$ cat src/rtl/micro_sequencer_pkg.sv
// Shared micro-sequencer constants and branch-type encodings, also used by the ROM encoder.
// MICRO_CALL_EN enables the micro-call stack sized by STACK_DEPTH.
package micro_sequencer_pkg;

   localparam int UA_WIDTH    = 6;
   localparam int SEL_WIDTH   = 3;
   localparam int STACK_DEPTH = 4;

   localparam logic [UA_WIDTH-1:0] FETCH_ADDR   = 6'd0;
   localparam logic [UA_WIDTH-1:0] ILLEGAL_ADDR = 6'd63;

   typedef enum logic [SEL_WIDTH-1:0] {
      UBR_NEXT     = 3'd0,
      UBR_SPIN     = 3'd1,
      UBR_JUMP     = 3'd2,
      UBR_BEQZ     = 3'd3,
      UBR_BNEZ     = 3'd4,
      UBR_DISPATCH = 3'd5,
      UBR_FETCH    = 3'd6,
      UBR_CALLRET  = 3'd7
   } ubr_e;

endpackage

$ cat src/rtl/micro_sequencer_mux.sv
// Generic 8-way selector used for the micro-sequencer next-address choice.
// Independent of MICRO_CALL_EN.
module mux_8x1 #(
   parameter int SEL_WIDTH  = 3,
   parameter int DATA_WIDTH = 6
) (
   input  logic [SEL_WIDTH-1:0]  sel,
   input  logic [DATA_WIDTH-1:0] d0,
   input  logic [DATA_WIDTH-1:0] d1,
   input  logic [DATA_WIDTH-1:0] d2,
   input  logic [DATA_WIDTH-1:0] d3,
   input  logic [DATA_WIDTH-1:0] d4,
   input  logic [DATA_WIDTH-1:0] d5,
   input  logic [DATA_WIDTH-1:0] d6,
   input  logic [DATA_WIDTH-1:0] d7,
   output logic [DATA_WIDTH-1:0] y
);

   always_comb begin
      y = d0;
      case (sel)
         3'd0: y = d0;
         3'd1: y = d1;
         3'd2: y = d2;
         3'd3: y = d3;
         3'd4: y = d4;
         3'd5: y = d5;
         3'd6: y = d6;
         3'd7: y = d7;
         default: y = d0;
      endcase
   end

endmodule

$ cat src/rtl/micro_sequencer.sv
// Micro-PC register and next-address logic; the branch field of the current microinstruction picks the next uPC.
// Define MICRO_CALL_EN to turn ubr=7 into CALL/RET on a local micro-stack; otherwise ubr=7 behaves as FETCH.
module micro_sequencer
   import micro_sequencer_pkg::*;
(
   input  logic                 clk,
   input  logic                 rst,
   input  logic [SEL_WIDTH-1:0] ubr,
   input  logic [UA_WIDTH-1:0]  utarget,
   input  logic                 zero,
   input  logic                 busy,
   input  logic [UA_WIDTH-1:0]  dispatch_addr,
   input  logic                 dispatch_valid,
   output logic [UA_WIDTH-1:0]  upc,
   output logic                 illegal,
   output logic                 ustack_err
);

   logic [UA_WIDTH-1:0] inc;
   logic [UA_WIDTH-1:0] spin_addr;
   logic [UA_WIDTH-1:0] beqz_addr;
   logic [UA_WIDTH-1:0] bnez_addr;
   logic [UA_WIDTH-1:0] disp_addr;
   logic [UA_WIDTH-1:0] callret_addr;
   logic [UA_WIDTH-1:0] next_upc;

   assign inc       = upc + UA_WIDTH'(1);
   assign spin_addr = busy ? upc : inc;
   assign beqz_addr = zero ? utarget : inc;
   assign bnez_addr = zero ? inc : utarget;
   assign disp_addr = dispatch_valid ? dispatch_addr : ILLEGAL_ADDR;

`ifdef MICRO_CALL_EN
   localparam int PTR_W = $clog2(STACK_DEPTH);

   logic [UA_WIDTH-1:0] ustack [STACK_DEPTH];
   logic [PTR_W:0]      sp;
   logic [PTR_W-1:0]    top_idx;
   logic                is_call;
   logic                is_ret;
   logic                stack_full;
   logic                stack_empty;

   // An all-ones target marks a return; any other target is a call destination.
   assign is_call     = (ubr == UBR_CALLRET) && (utarget != '1);
   assign is_ret      = (ubr == UBR_CALLRET) && (utarget == '1);
   assign stack_full  = (sp == (PTR_W+1)'(STACK_DEPTH));
   assign stack_empty = (sp == '0);
   assign top_idx     = PTR_W'(sp - (PTR_W+1)'(1));

   assign callret_addr = is_ret ? (stack_empty ? FETCH_ADDR : ustack[top_idx]) : utarget;

   always_ff @(posedge clk) begin
      if (rst) begin
         sp         <= '0;
         ustack_err <= 1'b0;
      end else begin
         ustack_err <= (is_call && stack_full) || (is_ret && stack_empty);
         if (is_call && !stack_full)
            sp <= sp + (PTR_W+1)'(1);
         else if (is_ret && !stack_empty)
            sp <= sp - (PTR_W+1)'(1);
      end
   end

   // Entry storage needs no reset; the pointer alone defines which entries are live.
   always_ff @(posedge clk) begin
      if (!rst && is_call && !stack_full)
         ustack[sp[PTR_W-1:0]] <= inc;
   end
`else
   assign callret_addr = FETCH_ADDR;
   assign ustack_err   = 1'b0;
`endif

   mux_8x1 #(
      .SEL_WIDTH  (SEL_WIDTH),
      .DATA_WIDTH (UA_WIDTH)
   ) u_next_mux (
      .sel (ubr),
      .d0  (inc),
      .d1  (spin_addr),
      .d2  (utarget),
      .d3  (beqz_addr),
      .d4  (bnez_addr),
      .d5  (disp_addr),
      .d6  (FETCH_ADDR),
      .d7  (callret_addr),
      .y   (next_upc)
   );

   always_ff @(posedge clk) begin
      if (rst) begin
         upc     <= FETCH_ADDR;
         illegal <= 1'b0;
      end else begin
         upc     <= next_upc;
         illegal <= (ubr == UBR_DISPATCH) && !dispatch_valid;
      end
   end

endmodule

$ cat config.mk
export PLATFORM = sky130hd
export DESIGN_NAME = micro_sequencer
export DESIGN_NICKNAME = d
export VERILOG_FILES = /design/src/rtl/micro_sequencer_pkg.sv /design/src/rtl/micro_sequencer_mux.sv /design/src/rtl/micro_sequencer.sv
export SDC_FILE = /design/constraint.sdc
export NUM_CORES = 1
export LEC_CHECK = 0
export CORE_AREA = 5 5 42 44
export CTS_CLUSTER_SIZE = 30
export DETAILED_ROUTE_END_ITERATION = 7
export DIE_AREA = 0 0 47 49
export GPL_TIMING_DRIVEN = 0
export PLACE_DENSITY = 0.84
export SYNTH_ARGS = -nofsm -noshare
export SYNTH_HDL_FRONTEND = slang
export SYNTH_SLANG_ARGS = --single-unit
$ cat constraint.sdc
create_clock -name clk -period 2.3 [get_ports clk]
set_clock_uncertainty 0.1 [all_clocks]
set_input_delay 0.345 -clock clk [delete_from_list [all_inputs] [get_ports clk]]
set_output_delay 0.345 -clock clk [all_outputs]
set_load 0.01 [all_outputs]
==> flow_results.org <==
** Outcome
- Outcome :: finished, final reports clean

** Clock network
- Buffers inserted to repair hold after CTS numbered 0.
- Insertion delay to the later sink of the worst-skew pair :: 0.24 ns
- H-Tree Depth :: 1
- After clock tree synthesis, the clock-pin slew on the worst setup and hold paths is 0.05 ns.
- The clock drives 7 sinks.
- The longest clock path from root to sink contains 2 buffers.
- Buffer count from post-CTS setup fixing :: 0
- The root buffer cell chosen for the clock tree is clkbuf_4.
- In this run, CTS created clock tree buffers numbering 3.
- CTS tree :: done
- Post-CTS repair changed the size of 0 cells.

** Route
- Wire length after detailed routing :: 1400 um
- Met1 layer wirelength in the final routing :: 540 um
- The first detailed-routing pass took 4 iterations.
- In the final routed layout, each cell accounts on average for 13.0 um.
- ANT nets after route :: 0
- After detailed routing, the number of vias per cell comes to 5.50.
- In this run, the number of DRC markers left after iteration 0 of detailed routing was 15.
- After detailed routing, the number of remaining DRC violations is 0.
- In the detailed route, the total length drawn on met3 is 198 um.
- The highest layer touched by signal routing is met4.
- Vias after detailed routing :: 594
- The routed design uses 646 um of met2 wire.

** Yosys
- Number of warning messages in the yosys log :: 0
- Distinct cells, synth :: 26
- Synthesized instance count :: 62
- Synth Register Bits :: 7
- Each instance of the synthesized netlist takes up on average 7.69 um2.
- Area of the mapped netlist :: 477 um2
- Synthesis produced a netlist with a net count of 83.
- Sequential area share after synthesis :: 0.294

** Final layout
- The filler cells instantiated in the layout total 149.
- Count of non-filler cells in the finished layout :: 108
- Count of antenna diodes in the layout :: 0
- Multi-input gate area in the final layout :: 322 um2
- In the final layout, flip-flops and latches occupy 140 um2.
- For this run, the share of the core covered by cells in the final layout is 0.559.
- Share of layout cells above drive strength 1 :: 0.0652
- The area growth from synthesis to layout is 64.3%.
- Once layout is done, the placed cells without fillers occupy 783 um2.
- For this run, the post-layout net count is 114.

** Power
- Power spread over the standard cell area amounts to 454 nW/um2.
- IR analysis of the VDD net gives a maximum drop of 0.320 mV.
- The analysis attributes to cell leakage a power of 0.279 nW.

** Worst setup path
- WS Path Type :: primary input to register
- CP required :: 2.35 ns
- CP cell instances :: clkdlybuf4s50_1 > or4b_1 > o311ai_2 > nand2_1 > a311oi_1
- Tracing the worst setup path back leads to its startpoint at ubr[2].
- Type of destination of the critical path :: register
- Slowest cell on the critical path :: clkdlybuf4s50_1
- Along the worst path, the maximum fanout reaches 9.
- The worst setup path is launched from a primary input.
- Arrival @ worst endpoint :: 2.00 ns
- For this run, the slowest stage of the critical path takes 0.61 ns.
- Worst flop-to-flop path startpoint :: upc[0]$_SDFFE_PP0P_

** Timing
- Setup violations remaining at the end of the flow were counted as 0.
- Sum Neg Setup Slack :: 0 ns
- Of the available clock period, the critical path in the final layout requires 0.848.
- At the pin with the least slew margin, the transition time is 0.685 ns.
- Setup repair after global routing left no endpoint under its margin.
- The count of final hold-check violations came to 0.
- Max Freq :: 513 MHz
- Max_slew headroom :: 0.542
- Final critical-path required period :: 1.95 ns
- The max-slew violation total from the final report came to 0.
- Setup slack on the critical path of the routed design comes to 0.350 ns.

** GRT
- Global-route total usage across every layer :: 0.137
- Via count of the first global-routing pass :: 586
- Maximum number of pins on one net before global-route repair :: 10
- Initial antenna violation count :: 0
- The first global-routing pass estimated 2410 um of wire.
- Grt ovf :: 0

** Floorplanning
- Total I/O pin count :: 28
- Height of the chip :: 49 um
- The initial utilization of the core area, before any placement, comes to 0.340.
- The core region is 1400 um2.
- The floorplan step set the die width to 47 um.
- Std-Cell Rows :: 14
- Die area :: 2300 um2

** Placement
- Setup slack after placement :: 0.0968 ns
- Area of placed instances :: 757 um2
- In this run, placement finished with an instance count of 104.
- The count of buffers added on input and output ports is 26.
- Sum of net half-perimeters after detailed placement :: 1150 um
- RePlAce Congestion :: 0.710

** Hold path
- Hold path start :: upc[1]$_SDFFE_PP0P_
- Hold WC Path Type :: register to register

** Flow run
- Max-capacitance violation count :: 0
-- registers in the layout (all words and copies together) (netlist names) --
name,flops
illegal,1
upc,6
-- path summary, 6_finish.rpt --
check,end,slack [ns],cells past startpoint
setup / recovery,upc[1]$_SDFFE_PP0P_,0.35,5
hold / removal,upc[1]$_SDFFE_PP0P_,0.44,2
setup reg to reg,upc[4]$_SDFFE_PP0P_,0.97,5
hold reg to reg,upc[1]$_SDFFE_PP0P_,0.44,2
-- cell families after synthesis --
family,synth area share
AO/OA/AOI/OAI,0.336
XOR/XNOR,0.0551
adder cells (fa/ha/maj),0.0262
buffers and inverters,0.0315
flip-flops,0.294
other,0.00787
AND/OR/NAND/NOR,0.249
-- cell usage in the layout (no fill, tap or decap) --
master           instances
a21oi_1                  1
a311oi_1                 3
a31oi_1                  3
buf_4                    1
clkbuf_1                 2
clkbuf_4                 3
clkdlybuf4s50_1         26
conb_1                   1
dfxtp_1                  7
ha_1                     1
inv_1                    1
nand2_1                  8
nand2b_1                 2
nand3_1                  2
nand3b_1                 1
nor2_1                   5
nor3_1                   1
nor3b_1                  1
nor4b_1                  1
o21a_1                   1
o21ai_0                 10
o21bai_1                 4
o22ai_1                  1
o311ai_2                 1
or3b_2                   1
or4b_1                   1
xnor2_1                  2
xor2_1                   1
-- through the flow --
| step | hold WS, ns | total power, W |
|---|---|---|
| after global routing | 0.474 | 0.000382 |
| after floorplan | 0.317 | 0.000185 |
| after detailed placement | 0.429 | 0.000250 |
| after CTS | 0.443 | 0.000359 |
| after global placement | 0.427 | 0.000247 |
| final | 0.440 | 0.000356 |
-- metal layers --
layer  global-route usage  vias up
met4               0.0415        0
met1                0.153      259
met5                    0        -
li1                     -      293
met2                0.229       40
met3               0.0554        2
-- critical path: cells and delay by family --
kind	cells	cell delay, ns
compound gates	2	0.45
simple gates	2	0.59
buf+inv	1	0.61
-- Yosys cell counts, drive strengths merged --
library cell	number	area [um2]
or4b	1	10.0
nor3b	1	7.51
nand2b	2	12.5
dfxtp	7	140
xnor2	2	17.5
nor4b	1	8.76
nand3	2	10.0
nand3b	1	7.51
o21bai	4	30.0
nand2	8	30.0
or3b	1	8.76
o21a	1	7.51
ha	1	12.5
xor2	1	8.76
clkbuf	1	3.75
inv	1	3.75
o311ai	1	16.3
o21ai	10	50.1
a21oi	1	5.00
a311oi	3	26.3
o22ai	1	6.26
a31oi	3	18.8
nor3	1	5.00
buf	1	7.51
nor2	5	18.8
conb	1	3.75
-- layout make-up --
cell class / count / area share
multi-input combinational: 52 / 0.411
timing repair buffer: 26 / 0.332
sequential: 7 / 0.179
clock buffer: 4 / 0.0335
tap: 16 / 0.0256
buffer: 2 / 0.0144
inverter: 1 / 0.00479
-- power by group --
| group | switching, W | internal [W] |
|---|---|---|
| clock network | 0.0000422 | 0.0000660 |
| logic | 0.0000406 | 0.0000644 |
| registers | 0.0000117 | 0.000131 |
| total | 0.0000946 | 0.000261 |
(Power assumes the default switching activity.)
